--- src/rtl/debug_uart_dumper_pkg.sv ---
// Shared constants for the debug UART dumper: FSM encodings, separator ASCII codes and the
// nibble-to-ASCII hex conversion.
package debug_uart_dumper_pkg;

  typedef enum logic [2:0] {
    StIdle,
    StSettle,
    StCapture,
    StSendHex,
    StSendSep,
    StNext,
    StFinish
  } state_e;

  localparam logic [7:0] AsciiSpace = 8'h20;
  localparam logic [7:0] AsciiCr    = 8'h0D;
  localparam logic [7:0] AsciiLf    = 8'h0A;

  // 0-9 -> '0'..'9', A-F -> 'A'..'F' (uppercase)
  function automatic logic [7:0] nibble_to_ascii(input logic [3:0] nib);
    if (nib < 4'd10) begin
      return 8'h30 + {4'h0, nib};
    end
    return 8'h37 + {4'h0, nib};
  endfunction

endpackage

--- src/rtl/debug_uart_dumper_uart_tx.sv ---
// UART 8N1 transmitter with a valid/ready byte handshake.
//   clock, reset : rising-edge clock, synchronous active-high reset
//   data, valid  : byte offered by the producer
//   ready        : high while idle; a byte is taken on the edge where valid && ready
//   tx           : serial line, idle high; start bit, 8 data bits LSB first, stop bit
module uart_tx #(
  parameter int unsigned CLKS_PER_BIT = 868
) (
  input  logic       clock,
  input  logic       reset,
  input  logic [7:0] data,
  input  logic       valid,
  output logic       ready,
  output logic       tx
);

  localparam int unsigned TimerW = $clog2(CLKS_PER_BIT);
  localparam logic [TimerW-1:0] TimerLast = TimerW'(CLKS_PER_BIT - 1);

  logic              active_q, active_d;
  logic [TimerW-1:0] timer_q, timer_d;
  logic [3:0]        bit_cnt_q, bit_cnt_d;
  logic [9:0]        frame_q, frame_d;

  always_comb begin
    active_d  = active_q;
    timer_d   = timer_q;
    bit_cnt_d = bit_cnt_q;
    frame_d   = frame_q;
    if (!active_q) begin
      if (valid) begin
        // Frame is shifted out LSB first: start bit, data, stop bit.
        frame_d   = {1'b1, data, 1'b0};
        active_d  = 1'b1;
        timer_d   = '0;
        bit_cnt_d = '0;
      end
    end else if (timer_q == TimerLast) begin
      timer_d = '0;
      frame_d = {1'b1, frame_q[9:1]};
      if (bit_cnt_q == 4'd9) begin
        active_d = 1'b0;
      end else begin
        bit_cnt_d = bit_cnt_q + 4'd1;
      end
    end else begin
      timer_d = timer_q + TimerW'(1);
    end
  end

  always_ff @(posedge clock) begin
    if (reset) begin
      active_q  <= 1'b0;
      timer_q   <= '0;
      bit_cnt_q <= '0;
      frame_q   <= '1;
    end else begin
      active_q  <= active_d;
      timer_q   <= timer_d;
      bit_cnt_q <= bit_cnt_d;
      frame_q   <= frame_d;
    end
  end

  assign ready = !active_q;
  assign tx    = active_q ? frame_q[0] : 1'b1;

endmodule

--- src/rtl/debug_uart_dumper.sv ---
// Debug-bus dumper: on start, sweeps debug_addr over 0..NUM_WORDS-1, captures each 32-bit
// debug_data word and prints it as 8 uppercase hex chars over UART, separated by spaces and
// CR LF every WORDS_PER_LINE words (and after the last word).
//   clock, reset : rising-edge clock, synchronous active-high reset
//   start        : dump request, ignored unless idle
//   debug_data   : word at debug_addr
//   debug_addr   : debug read address
//   tx           : UART serial line
//   busy         : dump in progress
//   done         : one-cycle pulse after the final stop bit
module debug_uart_dumper
  import debug_uart_dumper_pkg::*;
#(
  parameter int unsigned CLKS_PER_BIT   = 868,
  parameter int unsigned NUM_WORDS      = 128,
  parameter int unsigned WORDS_PER_LINE = 4,
  parameter int unsigned SETTLE_CYCLES  = 2
) (
  input  logic        clock,
  input  logic        reset,
  input  logic        start,
  input  logic [31:0] debug_data,
  output logic [6:0]  debug_addr,
  output logic        tx,
  output logic        busy,
  output logic        done
);

  localparam logic [3:0] SettleLoad = 4'(SETTLE_CYCLES - 1);
  localparam logic [7:0] LastIndex  = 8'(NUM_WORDS - 1);

  state_e      state_q, state_d;
  logic [7:0]  index_q, index_d;
  logic [7:0]  col_q, col_d;
  logic [3:0]  settle_q, settle_d;
  logic [31:0] shift_q, shift_d;
  logic [3:0]  nib_q, nib_d;
  logic        cr_sent_q, cr_sent_d;
  logic        done_q, done_d;

  logic       tx_valid, tx_ready;
  logic [7:0] tx_data;
  logic       is_last, line_end;

  assign is_last  = (index_q == LastIndex);
  assign line_end = is_last || ({24'd0, col_q} == WORDS_PER_LINE - 1);

  always_comb begin
    state_d   = state_q;
    index_d   = index_q;
    col_d     = col_q;
    settle_d  = settle_q;
    shift_d   = shift_q;
    nib_d     = nib_q;
    cr_sent_d = cr_sent_q;
    done_d    = 1'b0;
    tx_valid  = 1'b0;
    tx_data   = nibble_to_ascii(shift_q[31:28]);
    unique case (state_q)
      StIdle: begin
        // done_q marks the cycle where a start would coincide with done; drop it.
        if (start && !done_q) begin
          index_d  = '0;
          col_d    = '0;
          settle_d = SettleLoad;
          state_d  = StSettle;
        end
      end
      StSettle: begin
        // Sample on the edge leaving SETTLE so data is taken exactly SETTLE_CYCLES
        // edges after the address changed.
        if (settle_q == 4'd0) begin
          shift_d = debug_data;
          state_d = StCapture;
        end else begin
          settle_d = settle_q - 4'd1;
        end
      end
      StCapture: begin
        nib_d   = 4'd8;
        state_d = StSendHex;
      end
      StSendHex: begin
        tx_valid = 1'b1;
        if (tx_ready) begin
          shift_d = {shift_q[27:0], 4'h0};
          nib_d   = nib_q - 4'd1;
          if (nib_q == 4'd1) begin
            cr_sent_d = 1'b0;
            state_d   = StSendSep;
          end
        end
      end
      StSendSep: begin
        tx_valid = 1'b1;
        if (line_end) begin
          tx_data = cr_sent_q ? AsciiLf : AsciiCr;
        end else begin
          tx_data = AsciiSpace;
        end
        if (tx_ready) begin
          if (line_end && !cr_sent_q) begin
            cr_sent_d = 1'b1;
          end else begin
            state_d = is_last ? StFinish : StNext;
          end
        end
      end
      StNext: begin
        index_d  = index_q + 8'd1;
        col_d    = line_end ? 8'd0 : col_q + 8'd1;
        settle_d = SettleLoad;
        state_d  = StSettle;
      end
      StFinish: begin
        if (tx_ready) begin
          done_d  = 1'b1;
          state_d = StIdle;
        end
      end
      default: state_d = StIdle;
    endcase
  end

  always_ff @(posedge clock) begin
    if (reset) begin
      state_q   <= StIdle;
      index_q   <= '0;
      col_q     <= '0;
      settle_q  <= '0;
      shift_q   <= '0;
      nib_q     <= '0;
      cr_sent_q <= 1'b0;
      done_q    <= 1'b0;
    end else begin
      state_q   <= state_d;
      index_q   <= index_d;
      col_q     <= col_d;
      settle_q  <= settle_d;
      shift_q   <= shift_d;
      nib_q     <= nib_d;
      cr_sent_q <= cr_sent_d;
      done_q    <= done_d;
    end
  end

  uart_tx #(
    .CLKS_PER_BIT(CLKS_PER_BIT)
  ) u_uart_tx (
    .clock(clock),
    .reset(reset),
    .data (tx_data),
    .valid(tx_valid),
    .ready(tx_ready),
    .tx   (tx)
  );

  assign debug_addr = index_q[6:0];
  assign busy       = (state_q != StIdle);
  assign done       = done_q;

endmodule

--- config.mk ---
export PLATFORM = sky130hd
export DESIGN_NAME = debug_uart_dumper
export DESIGN_NICKNAME = d
export VERILOG_FILES = /design/src/rtl/debug_uart_dumper_pkg.sv /design/src/rtl/debug_uart_dumper_uart_tx.sv /design/src/rtl/debug_uart_dumper.sv
export SDC_FILE = /design/constraint.sdc
export NUM_CORES = 1
export LEC_CHECK = 0
export BUFFER_PORTS_ARGS = -buffer_cell sky130_fd_sc_hd__buf_2
export CORE_MARGIN = 2
export CORE_UTILIZATION = 25
export DETAILED_ROUTE_END_ITERATION = 16
export PLACE_DENSITY = 0.44
export SYNTH_ARGS = -nofsm -noshare
export SYNTH_HDL_FRONTEND = slang
export SYNTH_SLANG_ARGS = --single-unit
--- constraint.sdc ---
create_clock -name clock -period 2.2 [get_ports clock]
set_input_delay 0.22 -clock clock [delete_from_list [all_inputs] [get_ports clock]]
set_output_delay 0.22 -clock clock [all_outputs]
set_load 0.05 [all_outputs]
==> results of run 1 <==
[through the flow]
step | utilization [%] | power (mW) | worst slack (ns) | instances | area [um2]
after detailed placement | 28.4 | 4.27 | 0.208 | 769 | 4680
after CTS | 30.3 | 5.90 | 0.197 | 785 | 4990
after global placement | 28.4 | 4.22 | 0.268 | 769 | 4680
after global routing | 30.3 | 6.26 | 0.0867 | 785 | 4990
final | 30.3 | 5.82 | 0.198 | 785 | 4990
after floorplan | - | 3.69 | 0.293 | 522 | 4190
[state kept, by name, indices dropped and copies added, names as in the netlist]
name / cells
state_q: 3
shift_q: 32
cr_sent_q: 1
index_q: 8
nib_q: 4
u_uart_tx.timer_q: 10
done: 1
settle_q: 4
u_uart_tx.frame_q: 9
u_uart_tx.bit_cnt_q: 4
u_uart_tx.active_q: 1
col_q: 8
[layout by cell type, fill, tap and decap left out, drive strengths merged, types with 5 or more instances in the layout]
cell type	synthesis	final
nor3	11	11
nand2	89	89
xor2	8	8
nand3b	5	5
o211ai	6	6
and3	8	8
ha	10	10
a311oi	28	28
a22oi	12	12
o21ai	23	23
a21oi	27	27
nand3	17	17
xnor2	5	5
dfxtp	85	85
nor2	73	73
clkbuf	21	11
or3	5	5
inv	11	11
buf	17	65
[where the power goes]
group | switching, mW | leakage, nW | internal (mW)
registers | 0.292 | 0.691 | 1.95
logic | 1.15 | 1.03 | 0.829
clock network | 0.652 | 0.148 | 0.942
total | 2.10 | 1.87 | 3.72
[layer usage]
layer | GRT usage, % | vias up
met1 | 15.5 | 1767
met3 | 2.28 | 14
met5 | 0 | -
met2 | 19.3 | 48
li1 | - | 1936
met4 | 6.38 | 2
[worst register-to-register path, cell delays in order (launching register included)]
cell and delay [ns]:
dfxtp_1 0.39, ha_1 0.24, or4b_1 0.51, nor4_4 0.19, o21ai_2 0.14, o21a_1 0.21
o2111a_1 0.22
[kinds of logic after synthesis]
family / count (synthesis) / share of synthesized area, %
XOR/XNOR: 13 / 2.72
AND/OR/NAND/NOR: 239 / 27.0
flip-flops: 85 / 40.6
buffers and inverters: 49 / 5.23
multiplexers: 3 / 0.747
adder cells (fa/ha/maj): 10 / 2.99
AO/OA/AOI/OAI: 123 / 20.6
[path summary, 6_finish.rpt]
check	start	endpoint	slack [ns]	cells after the start
hold / removal	debug_data[1]	shift_q[1]	0.11	3
hold reg to reg	shift_q[16]	shift_q[20]	0.47	2
setup / recovery	col_q[0]	state_q[0]	0.20	6
setup reg to reg	col_q[0]	state_q[0]	0.20	6
[cell type report]
| type | count | area [um2] |
|---|---|---|
| fillers | 1824 | 11500 |
| multi-input cells | 388 | 2270 |
| flip-flops and latches | 85 | 1700 |
| repair buffers | 65 | 390 |
| well taps | 220 | 275 |
| clock buffers | 11 | 253 |
| clock inverters | 5 | 58.8 |
| inverters | 11 | 41.3 |
==> flow_summary.json, run 1 <==
{
  "clk_pin_slew_ns": 0.06,
  "synth_edf_count": 0,
  "coreArea_mm2": 0.0165,
  "fmax_mhz": 500,
  "top_layer_used": "met5",
  "cts_hold_buf": 0,
  "finalSetupTns_ns": 0,
  "drt_iter0_markers": 164,
  "rsz0062_at_grt": "no",
  "portBuffers": 44,
  "finClkSkew_ns": 0.00548,
  "max_cap_viol_count": 0,
  "clock_latency_ns": 0.35,
  "hold_class": "input port to flip-flop",
  "worstSetupEndpointType": "flip-flop",
  "initial_core_util_pct": 25.4,
  "antenna_found_initial": 1,
  "cp_num_buf_inv": 0,
  "status": "finished, final reports clean",
  "power_leakage_nw": 1.87,
  "synth_area_per_cell_um2": 8.02,
  "rows": 47,
  "wl_met1_um": 4870,
  "clock_sinks": 85,
  "diodes": 0,
  "cp.arrival_ns": 2.24,
  "cts-root-buf": "clkbuf_16",
  "drc": 0,
  "routedWlPerCell_um": 13.1,
  "h-tree-depth": 3,
  "hpwl_um": 7090,
  "ios": 45,
  "overflow": 0,
  "worstMarginPinSlew_ns": 0.701,
  "syn_inst": 522,
  "yosysMostFrequentCell": "nand2_1",
  "critPathSlowestCell": "or4b_1",
  "yosysSeqAreaShare_pct": 40.6,
  "grt_pass1_vias": 3647,
  "yosys-top-cells-area": "dfxtp_1 (41%), nand2_1 (8.0%), nor2_1 (6.5%), a311oi_1 (5.9%), a21oi_1 (3.2%)",
  "crit_chain": "ha_1 -> or4b_1 -> nor4_4 -> o21ai_2 -> o21a_1 -> o2111a_1",
  "die_w_um": 133,
  "synth.distinct_cells": 62,
  "slew_violations": 0,
  "synth_common_cells": "nand2_1 (89), dfxtp_1 (85), nor2_1 (73)",
  "syn-num-nets": 567,
  "antenna_left": 0,
  "yosys_warnings": 0,
  "setup_viol": 0,
  "start_kind": "flip-flop",
  "place.gp.congestion": 0.755,
  "num_vias": 3767,
  "wl_um": 10300,
  "fp.dieH_um": 133,
  "finalHoldWorstSlack_ns": 0.113,
  "grt_max_degree": 63,
  "synth-main-ff-cell": "dfxtp_1",
  "synth-seq-cells": 85,
  "vdd_drop_max_v": 0.000663,
  "wl_met3_um": 302,
  "cts_setup_buffers": 0,
  "slew_headroom_pct": 53.3,
  "max_stage_delay_ns": 0.51,
  "dieArea_mm2": 0.0178,
  "synth_area_mm2": 0.00419,
  "path_max_fanout": 6,
  "yosys.area.top_type": "dfxtp_1",
  "track_usage_pct": 12.1,
  "drtPass1Iterations": 7,
  "clockBufferDepth": 2,
  "nets": 605,
  "synthArstFlopShare_pct": 0,
  "dr_wl_met2_um": 4900,
  "grt_pass1_wl_um": 17500,
  "power_density_mw_per_mm2": 1170,
  "worstPathRequired_ns": 2.44,
  "ctsResizeCount": 0,
  "finalCritPeriodShare_pct": 91.0,
  "period_minus_slack_ns": 2.00,
  "cts_buffers": 9,
  "area_growth_syn_to_layout_pct": 19.3,
  "cp_top_family": "simple AND/OR/NAND/NOR gates",
  "cts_tree": "built",
  "drive_gt1_share_pct": 16.1,
  "vias_per_cell": 4.80,
  "synth_top_area_share_pct": 40.6,
  "hold_violations": 0,
  "crit_type": "flip-flop to flip-flop"
}
Power figures use the tool's default switching activity.
==> inputs of run 2 (changes only) <==
- ABC_CLOCK_PERIOD_IN_PS: unset -> 2200
- GPL_TIMING_DRIVEN: unset -> 0
==> run 2 against run 1 <==
  * Die area did not move
  * Highest routed layer is now met4
  * Largest cell class unchanged
  * Sequential share of layout area fell by 0.40 points
  * Combinational power rose by 3%
  * Register-to-register slack got worse by 0.097 ns
  * Design area rose by 1.2%
  * Final cell count rose by 2.2%
==> flow_summary.json, run 2 (same netlist as run 1, synthesis figures left out) <==
{
  "cp.arrival_ns": 2.34,
  "worstSetupEndpointType": "flip-flop",
  "worstMarginPinSlew_ns": 0.754,
  "routedWlPerCell_um": 13.9,
  "largest_register_ffs": 32,
  "crit_type": "flip-flop to flip-flop",
  "overflow": 0,
  "clockBufferDepth": 2,
  "finClkSkew_ns": 0.00735,
  "ios": 45,
  "fin_area_mm2": 0.00505,
  "worstPathRequired_ns": 2.44,
  "drtPass1Iterations": 4,
  "hpwl_um": 8070,
  "die_w_um": 133,
  "fmax_mhz": 476,
  "sw_frac_of_total_pct": 36.2,
  "diodes": 0,
  "setup_viol": 0,
  "slew_violations": 0,
  "rows": 47,
  "cts_buffers": 9,
  "final_common_cell": "nand2_1",
  "portBuffers": 43,
  "num_vias": 3920,
  "place.gp.congestion": 0.783,
  "grt_pass1_vias": 3703,
  "finalSetupTns_ns": 0,
  "final_cell_mix": "nand2_1 (89), dfxtp_1 (85), nor2_1 (73)",
  "period_minus_slack_ns": 2.10,
  "internal_power_mw": 3.76,
  "drive_gt1_share_pct": 15.6,
  "finalHoldWorstSlack_ns": 0.117,
  "reg_top3": "shift_q x32, u_uart_tx.timer_q x10, u_uart_tx.frame_q x9",
  "start_kind": "flip-flop",
  "fill_cells": 1805,
  "drt_iter0_markers": 169,
  "place_area_mm2": 0.00468,
  "crit_chain": "ha_2 -> or4b_1 -> nor4_4 -> o21ai_4 -> o21a_1 -> o2111a_1",
  "post-route-util_pct": 30.7,
  "clock_sinks": 85,
  "hold_class": "input port to flip-flop",
  "grt_pass1_wl_um": 18500,
  "top_register": "shift_q",
  "clk_pin_slew_ns": 0.06,
  "h-tree-depth": 3,
  "dieArea_mm2": 0.0178,
  "cts_tree": "built",
  "dpl_worst_slack_ns": -0.000557,
  "area_growth_syn_to_layout_pct": 20.7,
  "initial_core_util_pct": 25.4,
  "fp.dieH_um": 133,
  "vias_per_cell": 4.89,
  "clock_latency_ns": 0.35,
  "worst_slack_ns": 0.101,
  "max_cap_viol_count": 0,
  "path_max_fanout": 6,
  "p_comb_share_pct": 34.4,
  "hold_violations": 0,
  "power_density_mw_per_mm2": 1170,
  "antenna_left": 0,
  "wl_um": 11200,
  "power_leakage_nw": 1.89,
  "p_sw_mw": 2.13,
  "nets": 622,
  "status": "finished, final reports clean",
  "antenna_found_initial": 0,
  "coreArea_mm2": 0.0165,
  "drc": 0,
  "track_usage_pct": 12.9,
  "max_stage_delay_ns": 0.51,
  "seq_power_share_pct": 38.0,
  "slew_headroom_pct": 49.0,
  "critPathSlowestCell": "or4b_1",
  "grt_max_degree": 15,
  "vdd_drop_max_v": 0.000648,
  "cts-root-buf": "clkbuf_16",
  "clockPowerShare_pct": 27.6,
  "finalCritPeriodShare_pct": 95.4
}
[run 2: changes by cell type in the layout (fill, tap and decap cells not counted), moves of 2 or more]
| cell | before | now |
|---|---|---|
| clkbuf_1 | 0 | 19 |
| clkbuf_8 | 2 | 0 |
| clkbuf_2 | 0 | 5 |
| clkbuf_4 | 0 | 2 |
| buf_2 | 44 | 48 |
| buf_4 | 20 | 9 |
[run 2: final cells by class]
class / count / area, um2 / share of cell area, %
Multi-Input combinational cell: 388 / 2300 / 45.6
Sequential cell: 85 / 1700 / 33.7
Tap cell: 220 / 275 / 5.45
Timing Repair Buffer: 45 / 230 / 4.56
Clock buffer: 10 / 229 / 4.53
Buffer: 37 / 185 / 3.66
Clock inverter: 6 / 87.6 / 1.73
Inverter: 11 / 41.3 / 0.817
[run 2: path summary, 6_finish.rpt]
check / start / endpoint / slack, ns / cells after the start
hold / removal: debug_data[3] / shift_q[3] / 0.12 / 3
setup / recovery: col_q[0] / state_q[0] / 0.10 / 6
setup reg to reg: col_q[0] / state_q[0] / 0.10 / 6
hold reg to reg: u_uart_tx.frame_q[2] / u_uart_tx.frame_q[2] / 0.47 / 1
[run 2: layer usage]
metal,GRT usage (%),vias up,part of all wire [%]
li1,-,1979,-
met1,17.1,1866,48
met2,20.2,61,46
met3,2.55,14,3.4
met4,6.21,0,2.0
met5,0,-,0
[run 2: what timing repair did]
action	4_1_cts	5_1_grt
resized for setup	3	12
setup buffers	1	1
hold buffers	0	0
endpoints found under the hold margin	0	0
setup endpoints to repair	2	45
pin swaps	1	1
[run 2: worst max-delay path: cells and delay by family, from the launching register on]
kind            cells  cell delay (ns)
simple gates        2             0.78
compound gates      3             0.58
flops               1             0.39
fa+ha+maj           1             0.24
[run 2: metrics by stage]
step | cells | total power [mW]
after detailed placement | 785 | 4.20
after global placement | 785 | 4.16
after global routing | 802 | 6.35
after CTS | 802 | 5.87
final | 802 | 5.89
after floorplan | 522 | 3.69
[run 2: power groups by stage]
| stage | Sequential (mW) | Combinational, mW | Clock, mW |
|---|---|---|---|
| 3_5_place_dp | 2.27 | 1.93 | 0 |
| 5_1_grt | 2.30 | 2.31 | 1.75 |
| 4_1_cts | 2.23 | 1.94 | 1.69 |
| 6_report | 2.24 | 2.03 | 1.62 |
| 2_1_floorplan | 2.18 | 1.51 | 0 |
| 3_3_place_gp | 2.26 | 1.91 | 0 |
